$ cat config.mk
export PLATFORM = sky130hd
export DESIGN_NAME = dht_uart_reporter
export DESIGN_NICKNAME = d
export VERILOG_FILES = /design/src/rtl/dht_uart_reporter.sv
export SDC_FILE = /design/constraint.sdc
export NUM_CORES = 1
export LEC_CHECK = 0
export CAP_MARGIN = 0
export CORE_ASPECT_RATIO = 0.5
export CORE_UTILIZATION = 54
export DETAILED_ROUTE_END_ITERATION = 12
export GPL_TIMING_DRIVEN = 0
export MAX_ROUTING_LAYER = met4
export PLACE_DENSITY_LB_ADDON = 0.25
export SLEW_MARGIN = 20
export SYNTH_ARGS = -nofsm -noshare
export SYNTH_HDL_FRONTEND = slang
export SYNTH_SLANG_ARGS = --single-unit
$ cat constraint.sdc
create_clock -name clk_50M -period 3.5 [get_ports clk_50M]
set_input_delay 0.7 -clock clk_50M [delete_from_list [all_inputs] [get_ports clk_50M]]
set_output_delay 0.7 -clock clk_50M [all_outputs]
set_load 0.02 [all_outputs]
$ cat src/rtl/dht_uart_reporter.sv
// Captures a DHT11 reading, converts each byte to 3 ASCII decimal digits by double-dabble,
// and streams the fixed 19-character text frame out over an 8N1 UART.
module dht_uart_reporter #(
    parameter int unsigned CLKS_PER_BIT = 434
) (
    input  logic       clk_50M,
    input  logic       reset,
    input  logic       data_valid,
    input  logic [7:0] RH_integral,
    input  logic [7:0] RH_decimal,
    input  logic [7:0] T_integral,
    input  logic [7:0] T_decimal,
    output logic       tx,
    output logic       busy,
    output logic       frame_done,
    output logic [7:0] overrun_cnt
);

    localparam int unsigned TW = $clog2(CLKS_PER_BIT);
    localparam logic [TW-1:0] BIT_LAST   = TW'(CLKS_PER_BIT - 1);
    localparam logic [TW-1:0] BIT_PENULT = TW'(CLKS_PER_BIT - 2);
    localparam logic [4:0]    LAST_IDX   = 5'd18;

    typedef enum logic [2:0] {
        StIdle, StConv, StLoad, StStart, StData, StStop, StDone
    } state_e;

    state_e        r_state;
    logic [19:0]   r_dd [4];     // {hundreds, tens, ones, binary} per byte
    logic [2:0]    r_conv_cnt;
    logic [4:0]    r_idx;
    logic [2:0]    r_bit_cnt;
    logic [TW-1:0] r_timer;
    logic [7:0]    r_shift;
    logic          r_tx;
    logic          r_busy;
    logic          r_frame_done;
    logic [7:0]    r_overrun_cnt;

    logic          w_accept;
    logic          w_drop;
    logic [7:0]    w_char;

    assign w_accept = data_valid & ~r_busy;
    assign w_drop   = data_valid & r_busy;

    function automatic logic [19:0] dd_step(input logic [19:0] v);
        logic [19:0] t;
        t = v;
        for (int n = 0; n < 3; n++) begin
            if (t[8+4*n +: 4] > 4'd4) t[8+4*n +: 4] = t[8+4*n +: 4] + 4'd3;
        end
        return {t[18:0], 1'b0};
    endfunction

    always_comb begin
        w_char = 8'h0A;
        case (r_idx)
            5'd0:    w_char = 8'h48;
            5'd1:    w_char = {4'h3, r_dd[0][19:16]};
            5'd2:    w_char = {4'h3, r_dd[0][15:12]};
            5'd3:    w_char = {4'h3, r_dd[0][11:8]};
            5'd4:    w_char = 8'h2E;
            5'd5:    w_char = {4'h3, r_dd[1][19:16]};
            5'd6:    w_char = {4'h3, r_dd[1][15:12]};
            5'd7:    w_char = {4'h3, r_dd[1][11:8]};
            5'd8:    w_char = 8'h20;
            5'd9:    w_char = 8'h54;
            5'd10:   w_char = {4'h3, r_dd[2][19:16]};
            5'd11:   w_char = {4'h3, r_dd[2][15:12]};
            5'd12:   w_char = {4'h3, r_dd[2][11:8]};
            5'd13:   w_char = 8'h2E;
            5'd14:   w_char = {4'h3, r_dd[3][19:16]};
            5'd15:   w_char = {4'h3, r_dd[3][15:12]};
            5'd16:   w_char = {4'h3, r_dd[3][11:8]};
            5'd17:   w_char = 8'h0D;
            default: w_char = 8'h0A;
        endcase
    end

    always_ff @(posedge clk_50M) begin
        if (reset) begin
            r_state       <= StIdle;
            r_tx          <= 1'b1;
            r_busy        <= 1'b0;
            r_frame_done  <= 1'b0;
            r_overrun_cnt <= 8'd0;
            r_conv_cnt    <= 3'd0;
            r_idx         <= 5'd0;
            r_bit_cnt     <= 3'd0;
            r_timer       <= '0;
        end else begin
            r_frame_done <= 1'b0;
            if (w_drop && r_overrun_cnt != 8'hFF) r_overrun_cnt <= r_overrun_cnt + 8'd1;

            case (r_state)
                StIdle, StDone: begin
                    if (w_accept) begin
                        r_dd[0]    <= {12'd0, RH_integral};
                        r_dd[1]    <= {12'd0, RH_decimal};
                        r_dd[2]    <= {12'd0, T_integral};
                        r_dd[3]    <= {12'd0, T_decimal};
                        r_conv_cnt <= 3'd0;
                        r_idx      <= 5'd0;
                        r_busy     <= 1'b1;
                        r_state    <= StConv;
                    end else begin
                        r_state <= StIdle;
                    end
                end
                StConv: begin
                    for (int k = 0; k < 4; k++) r_dd[k] <= dd_step(r_dd[k]);
                    r_conv_cnt <= r_conv_cnt + 3'd1;
                    if (r_conv_cnt == 3'd7) r_state <= StLoad;
                end
                // Occupies the final cycle of the previous stop bit (or idle), so no gap.
                StLoad: begin
                    r_shift <= w_char;
                    r_tx    <= 1'b0;
                    r_timer <= '0;
                    r_state <= StStart;
                end
                StStart: begin
                    r_timer <= r_timer + 1'b1;
                    if (r_timer == BIT_LAST) begin
                        r_timer   <= '0;
                        r_tx      <= r_shift[0];
                        r_bit_cnt <= 3'd0;
                        r_state   <= StData;
                    end
                end
                StData: begin
                    r_timer <= r_timer + 1'b1;
                    if (r_timer == BIT_LAST) begin
                        r_timer <= '0;
                        if (r_bit_cnt == 3'd7) begin
                            r_tx    <= 1'b1;
                            r_state <= StStop;
                        end else begin
                            r_shift   <= {1'b0, r_shift[7:1]};
                            r_tx      <= r_shift[1];
                            r_bit_cnt <= r_bit_cnt + 3'd1;
                        end
                    end
                end
                StStop: begin
                    r_timer <= r_timer + 1'b1;
                    if (r_idx != LAST_IDX && r_timer == BIT_PENULT) begin
                        r_idx   <= r_idx + 5'd1;
                        r_state <= StLoad;
                    end else if (r_idx == LAST_IDX && r_timer == BIT_LAST) begin
                        r_timer      <= '0;
                        r_busy       <= 1'b0;
                        r_frame_done <= 1'b1;
                        r_state      <= StDone;
                    end
                end
                default: r_state <= StIdle;
            endcase
        end
    end

    assign tx          = r_tx;
    assign busy        = r_busy;
    assign frame_done  = r_frame_done;
    assign overrun_cnt = r_overrun_cnt;

endmodule

==> flow_summary.ini, run 1 <==
[route]
wire_per_inst_um = 16.6
drc = 0
vias = 5353
first_pass_iters = 5
ant_nets = 0
dr.first_iter.drc_count = 392
wirelength_um = 15200
via_per_inst = 5.82

[yosys]
netlist_area_mm2 = 0.00660
yosys.area_share.adder_pct = 5.31
synthTopCellsByArea = edfxtp_1 38%, dfxtp_1 11%, ha_1 5.3%, a21oi_1 5.1%, nor2_1 4.4%
synth_top_area_share_pct = 38.2
syn_nets = 740
synth_edf_count = 84
yosys.cell_count.top_type = edfxtp_1
synth-main-ff-cell = edfxtp_1
yosys.area_share.simple_pct = 17.7
avgSynthCellArea_um2 = 9.75
synth_top_cell_by_area = edfxtp_1
synth-seq-cells = 121
synthMuxAreaShare_pct = 2.14
synth_cell_type_count = 67
ys_seq_area_share_pct = 49.4
synthCells = 677
synthXorXnorAreaFrac_pct = 2.79
synthArstFlopShare_pct = 0
synth-compound-area-share_pct = 17.1
synth_top_family_by_area = simple AND/OR/NAND/NOR gates
synth_commonest_cells = 84 x edfxtp_1, 77 x nor2_1, 70 x nand2_1, 67 x a21oi_1, 49 x inv_1
ys_warn_count = 0

[global_route]
antenna_found_initial = 0
grt_pass1_wl_um = 24600
grt-ovfl-total = 0
grt_usage_pct = 26.2
grt_pass1_vias = 5042
grt_max_degree = 59

[clocking]
cts_buffer_depth = 2
post_cts_buffers = 0
cts.clk_slew.worst_paths_ns = 0.06
cts_max_level = 4
ctsResizeCount = 0
cts_buffers = 17
numClockSinks = 121
cts_root_buf = clkbuf_16
cts_hold_buffers = 0
tritoncts = done
clk_latency_ns = 0.42

[placement]
place_hpwl_um = 10500
gp_routability_congestion = 0.969
dp_cells = 887
io_buffers = 44
pre_cts_ws_ns = 0.0347

[setup_path]
cp_max_fo = 58
crit_chain = buf_6, xor2_1, buf_2, nor4b_1, o21ai_1, inv_4, buf_16
critPathTopFamily = buffers and inverters
critPathSlowestCell = nor4b_1
start_kind = flop
crit_arrival_ns = 3.16
cpPeakStageDelay_ns = 0.92
critPathBufInv = 4
cp.required_ns = 3.59
setup.worst_path.end_class = flop
path_class = flop to flop

[floorplan]
row_count = 28
die_area_mm2 = 0.0127
initial_utilization_pct = 55.6
core_area_mm2 = 0.0119
die_y_um = 80.2
die_width_um = 158
ios = 46

[sta]
hold_violations = 0
max_freq_ghz = 0.326
fin_ws_ns = 0.428
period_share_pct = 87.8
finalSetupViolCount = 0
max_slew.worst_pin.slew_ns = 1.06
rsz0062_at_grt = false
slew_violations = 0
timing.final.crit_period_ns = 3.07
worst_hold_slack_ns = 0.478
clock_skew_ns = 0.00980
relSlewSlack_pct = 28.1

[layout]
final-instance-count-excl-fill = 919
diodes = 0
syn_to_final_growth_pct = 18.8
nets = 804
drive_gt1_share_pct = 8.89

[status]
outcome = complete, no violations

[flow_run]
drv_cap = 0

[min_path]
hold_path_class = flop to flop

[power]
irDropWorstVdd_v = 0.000285
power_mw = 5.10
leakagePower_nw = 2.93
power-per-cell-area_mw_per_mm2 = 650
==> cells by family after synthesis <==
family | count (synthesis)
buffers and inverters | 82
flip-flops | 121
multiplexers | 12
AO/OA/AOI/OAI | 171
AND/OR/NAND/NOR | 242
adder cells (fa/ha/maj) | 28
XOR/XNOR | 21
==> worst register-to-register path, delay by kind of cell, from the launching register on <==
kind	cells	cell delay (ns)
buffers and inverters	4	0.97
AND/OR/NAND/NOR	1	0.92
AO/OA/AOI/OAI	1	0.35
flip-flops	1	0.31
XOR/XNOR	1	0.15
==> metal layers <==
layer | GRT usage, % | wire [µm] | vias to the layer above
li1 | - | - | 2603
met1 | 35.9 | 7350 | 2553
met2 | 39.0 | 6770 | 175
met4 | 8.56 | 234 | 0
met3 | 5.29 | 889 | 22
met5 | - | 0 | -
==> placed cells by master (no fill, tap or decap), types with 5 or more instances in the layout <==
master / n
nand3_1: 16
a31oi_1: 5
clkinv_4: 5
clkbuf_1: 18
and2_1: 5
a22oi_1: 6
dfxtp_1: 37
nor4_1: 7
buf_2: 11
a21oi_1: 67
mux2_2: 7
clkbuf_16: 19
nand2b_1: 6
ha_1: 28
a22o_1: 26
and3_1: 13
or3_1: 9
edfxtp_1: 84
inv_1: 48
nand2_1: 70
nor3_1: 14
xnor2_1: 18
nor2_1: 77
clkdlybuf4s50_1: 44
a311oi_1: 8
buf_6: 5
o21ai_0: 25
==> through the flow <==
step,instance area (µm²),utilization [%],setup TNS [ns]
after CTS,7840,66.0,0
after detailed placement,7280,61.3,0
after floorplan,6600,-,0
after global placement,7250,61.0,-116.81
final,7840,66.0,0
after global routing,7840,66.0,0
==> registers in the layout, indices dropped and copies added (netlist names) <==
signal and cells:
r_idx 5, r_bit_cnt 3, busy 1, r_shift 7
frame_done 1, r_conv_cnt 3, r_timer 9, tx 1
r_dd 80, r_state 3, overrun_cnt 8
==> power by group <==
group,switching [mW],total [mW],internal (mW)
logic,0.737,1.25,0.510
registers,0.244,2.18,1.94
clock network,0.672,1.67,0.997
==> final cells by class <==
type / instances / area (µm²)
Fill cell: 918 / 4030
Tap cell: 165 / 206
Inverter: 49 / 186
Buffer: 33 / 175
Clock buffer: 21 / 483
Multi-Input combinational cell: 474 / 2980
Clock inverter: 11 / 83.8
Timing Repair Buffer: 45 / 468
Sequential cell: 121 / 3260
==> path summary, 6_finish.rpt <==
kind | startpoint | to | slack [ns] | depth (start not counted)
max | r_state[1] | r_dd[0][17] | 0.43 | 7
min | r_conv_cnt[2] | r_conv_cnt[2] | 0.48 | 2
max reg2reg | r_state[1] | r_dd[0][17] | 0.43 | 7
min reg2reg | r_conv_cnt[2] | r_conv_cnt[2] | 0.48 | 2
Note: power is estimated with default switching activity, not from simulation.
==> run 2, diff against run 1 <==
- CORE_MARGIN: default -> 8
- HOLD_SLACK_MARGIN: default -> 0.05
==> flow_summary.ini, run 2 (synthesis gave the netlist of run 1 again) <==
[power]
power-per-cell-area_mw_per_mm2 = 678
switching_power_mw = 1.64
combPwrFrac_pct = 23.2
power_mw = 5.38
p_int_mw = 3.74
leakagePower_nw = 2.96
p_sw_share_pct = 30.5
power_frac_clock_pct = 36.3
power_frac_seq_pct = 40.5
irDropWorstVdd_v = 0.000297

[sta]
rsz0062_at_grt = false
period_share_pct = 85.2
relSlewSlack_pct = 33.2
clock_skew_ns = 0.00684
hold_violations = 0
worst_hold_slack_ns = 0.469
slew_violations = 0
finalSetupViolCount = 0
max_freq_ghz = 0.336
max_slew.worst_pin.slew_ns = 0.994
tns_ns = 0
timing.final.crit_period_ns = 2.98

[setup_path]
cp.required_ns = 3.58
start_kind = flop
r2r-start = r_state[1]
cp_max_fo = 59
startpoint = r_state[1]
critical_path.endpoint = r_dd[0][17]
path_class = flop to flop
reg2reg_to = r_dd[0][17]
setup.worst_path.end_class = flop
regToRegSetupSlack_ns = 0.52
crit_arrival_ns = 3.06
r2r_cells = 7

[route]
via_per_inst = 5.83
dr.first_iter.drc_count = 402
wirelength_um = 15400
first_pass_iters = 6
ant_nets = 0
drc = 0
wire_per_inst_um = 16.7
vias = 5357

[floorplan]
die_area_mm2 = 0.0162
ios = 46
die_y_um = 94.2
initial_utilization_pct = 55.6
core_area_mm2 = 0.0119
die_width_um = 172
row_count = 28

[placement]
io_buffers = 44
place_hpwl_um = 10700
gp_routability_congestion = 0.965

[min_path]
hold_path_class = flop to flop

[layout]
largest_reg_flops = 80
diodes = 0
syn_to_final_growth_pct = 20.2
final_common_cell = edfxtp_1
layout_common_cells = 84 x edfxtp_1, 77 x nor2_1, 70 x nand2_1
drive_gt1_share_pct = 8.89
num-fill-cells = 933
largest_register = r_dd
nets = 804
utilization_pct = 66.8

[global_route]
grt-ovfl-total = 0
antenna_found_initial = 0
grt_pass1_vias = 5167
grt_usage_pct = 20.6
grt_pass1_wl_um = 25700
grt_max_degree = 60

[status]
outcome = complete, no violations

[clocking]
ctsResizeCount = 0
numClockSinks = 121
cts_buffers = 17
cts_root_buf = clkbuf_16
cts_max_level = 4
tritoncts = done
post_cts_buffers = 0
cts.clk_slew.worst_paths_ns = 0.06
cts_hold_buffers = 0
clk_latency_ns = 0.42
cts_buffer_depth = 2

[flow_run]
drv_cap = 0
==> run 2: changes by cell type in the layout (fill, tap and decap cells not counted) <==
cell       delta
bufinv_16     +5
clkbuf_1      -1
clkbuf_16     -2
clkbuf_8      +1
clkinv_1      +1
clkinv_2      -2
inv_4         -2
==> run 2: worst min path at each step <==
| stage | end | slack (ns) | cells past startpoint | start |
|---|---|---|---|---|
| after global placement | r_dd[1][0] | 0.46 | 1 | r_dd[1][0] |
| after detailed placement | r_dd[2][0] | 0.46 | 1 | r_dd[2][0] |
| final | r_conv_cnt[2] | 0.47 | 2 | r_conv_cnt[2] |
| after floorplan | r_dd[0][0] | 0.44 | 1 | r_dd[0][0] |
| after global routing | r_conv_cnt[2] | 0.50 | 2 | r_conv_cnt[2] |
| after CTS | r_conv_cnt[2] | 0.47 | 2 | r_conv_cnt[2] |
==> run 2: power by group through the flow <==
stage / Combinational (mW) / Sequential (mW) / Clock, mW
6_report: 1.25 / 2.18 / 1.95
5_1_grt: 1.42 / 2.22 / 2.03
4_1_cts: 1.26 / 2.17 / 1.97
3_5_place_dp: 1.24 / 2.19 / 0
3_3_place_gp: 1.17 / 2.21 / 0
2_1_floorplan: 0.926 / 2.13 / 0
==> run 2: routing by layer <==
layer  share of wire, %  track usage, %
met5                  0               -
met4                1.8            8.20
met3                5.7            4.19
met2                 45            31.1
met1                 48            26.9
==> run 2: final cells by class <==
type,count,area (µm²),share of cell area [%]
Buffer,33,175,2.21
Clock inverter,13,215,2.71
Sequential cell,121,3260,41.1
Tap cell,165,206,2.60
Inverter,49,186,2.35
Clock buffer,19,443,5.58
Timing Repair Buffer,45,468,5.90
Multi-Input combinational cell,474,2980,37.5
==> run 2: critical path: stages (launching register included) <==
cell and delay (ns):
dfxtp_1 0.30, buf_6 0.13, xor2_1 0.16, buf_2 0.21, nor4b_1 0.82, o21ai_1 0.35
inv_4 0.31, buf_16 0.31
==> run 2: per-stage QoR <==
| stage | area (µm²) | std cells | worst slack, ns |
|---|---|---|---|
| after floorplan | 6600 | 677 | 0.112 |
| after global placement | 7250 | 886 | -1.56 |
| after detailed placement | 7280 | 887 | 0.0735 |
| after CTS | 7940 | 919 | 0.495 |
| after global routing | 7940 | 919 | 0.367 |
| final | 7940 | 919 | 0.520 |
==> run 3, diff against run 2 <==
- CORE_UTILIZATION: 54 -> 38
==> flow_summary.ini, run 3 (synthesis gave the netlist of run 1 again) <==
[power]
power-per-cell-area_mw_per_mm2 = 650
power_mw = 5.16
leakagePower_nw = 2.93
irDropWorstVdd_v = 0.000337

[clocking]
cts_buffers = 17
cts.clk_slew.worst_paths_ns = 0.06
cts_buffer_depth = 2
tritoncts = done
cts_root_buf = clkbuf_16
cts_max_level = 4
numClockSinks = 121
ctsResizeCount = 0
clk_latency_ns = 0.43
cts_hold_buffers = 0
post_cts_buffers = 0

[min_path]
holdCritStartpoint = r_dd[2][0]
hold_path_class = flop to flop
holdPathEnd = r_dd[2][0]
holdPathStages = 1

[layout]
drive_gt1_share_pct = 9.28
fin_area_mm2 = 0.00795
nets = 804
diodes = 0
largest_reg_flops = 80
largest_register = r_dd
final_common_cell = edfxtp_1
syn_to_final_growth_pct = 20.4
layout_common_cells = 84 x edfxtp_1, 77 x nor2_1, 70 x nand2_1
utilization_pct = 46.2

[sta]
rsz0062_at_grt = false
hold_violations = 0
worst_hold_slack_ns = 0.481
tns_ns = 0
slew_violations = 0
period_share_pct = 80.6
clock_skew_ns = 0.0143
timing.final.crit_period_ns = 2.82
max_slew.worst_pin.slew_ns = 0.968
relSlewSlack_pct = 35.0
finalSetupViolCount = 0
max_freq_ghz = 0.355

[global_route]
grt_max_degree = 56
grt-ovfl-total = 0
grt_usage_pct = 15.2
antenna_found_initial = 0
grt_pass1_vias = 5130
grt_pass1_wl_um = 26200

[placement]
place_hpwl_um = 11200
placed_cell_area_mm2 = 0.00736
io_buffers = 44
gp_routability_congestion = 0.916

[setup_path]
path_class = flop to flop
setup.worst_path.end_class = flop
critPathSlowestCell = a2111oi_0
cpPeakStageDelay_ns = 0.71
r2r_cells = 8
r2r-start = r_idx[2]
regToRegSetupSlack_ns = 0.68
crit_top_cell = buf_2
crit_chain = buf_2, clkbuf_1, buf_2, and3_1, ha_1, a32o_1, a2111oi_0, o21ai_0
crit_arrival_ns = 2.96
cp.required_ns = 3.64
reg2reg_to = r_shift[2]
cp_max_fo = 10
start_kind = flop

[route]
wirelength_um = 15800
dr.first_iter.drc_count = 410
via_per_inst = 5.41
ant_nets = 0
wire_per_inst_um = 16.0
drc = 0
vias = 5350
first_pass_iters = 5

[floorplan]
die_width_um = 202
die_y_um = 109
row_count = 34
initial_utilization_pct = 38.4
core_area_mm2 = 0.0172
die_area_mm2 = 0.0221
ios = 46

[status]
outcome = complete, no violations

[flow_run]
drv_cap = 0
==> run 3: cell types whose count changed in the layout (fill, tap and decap cells not counted), sizes merged <==
cell,delta
bufinv,-4
clkbuf,-2
clkinvlp,+2
inv,+7
clkinv,-3
==> run 3: worst max path at each step <==
stage                          start           to  slack [ns]  cells after the start
after floorplan           r_state[1]  r_dd[0][10]        0.11                      6
after global placement    data_valid  r_dd[0][15]       -1.68                      4
after detailed placement  data_valid  r_dd[0][15]       -0.06                      5
after CTS                 r_state[1]  r_dd[2][16]        0.26                      7
after global routing        r_idx[2]   r_shift[2]        0.56                      8
final                       r_idx[2]   r_shift[2]        0.68                      8
==> run 3: worst max-delay path: cells and delay by family, from the launching register on <==
family / cells / cell delay [ns]
simple gates: 1 / 0.17
compound gates: 3 / 1.10
flops: 1 / 0.30
buf+inv: 3 / 0.72
fa+ha+maj: 1 / 0.24
==> run 3: stage by stage <==
stage,setup WS [ns],instances
CTS,0.261,988
detailed placement,-0.0578,956
global route,0.559,988
floorplan,0.112,677
finish,0.680,988
global placement,-1.68,955
==> run 3: area by class of cell <==
cell class                 instances  area (µm²)
sequential                       121        3260
inverter                          49         186
fill                            1639        9240
tap                              234         293
timing repair buffer              45         468
buffer                            33         175
multi-input combinational        474        2980
clock buffer                      17         425
clock inverter                    15         151
==> run 3: report_power, final <==
part | internal [mW] | switching (mW)
Sequential | 1.94 | 0.241
Clock | 1.00 | 0.732
Combinational | 0.511 | 0.741
==> run 3: per-layer routing <==
layer,GRT usage (%),share of wire (%),up-vias
met3,2.97,4.7,29
li1,-,-,2600
met2,22.8,44,141
met4,6.54,2.2,0
met5,-,0,-
met1,20.0,49,2580
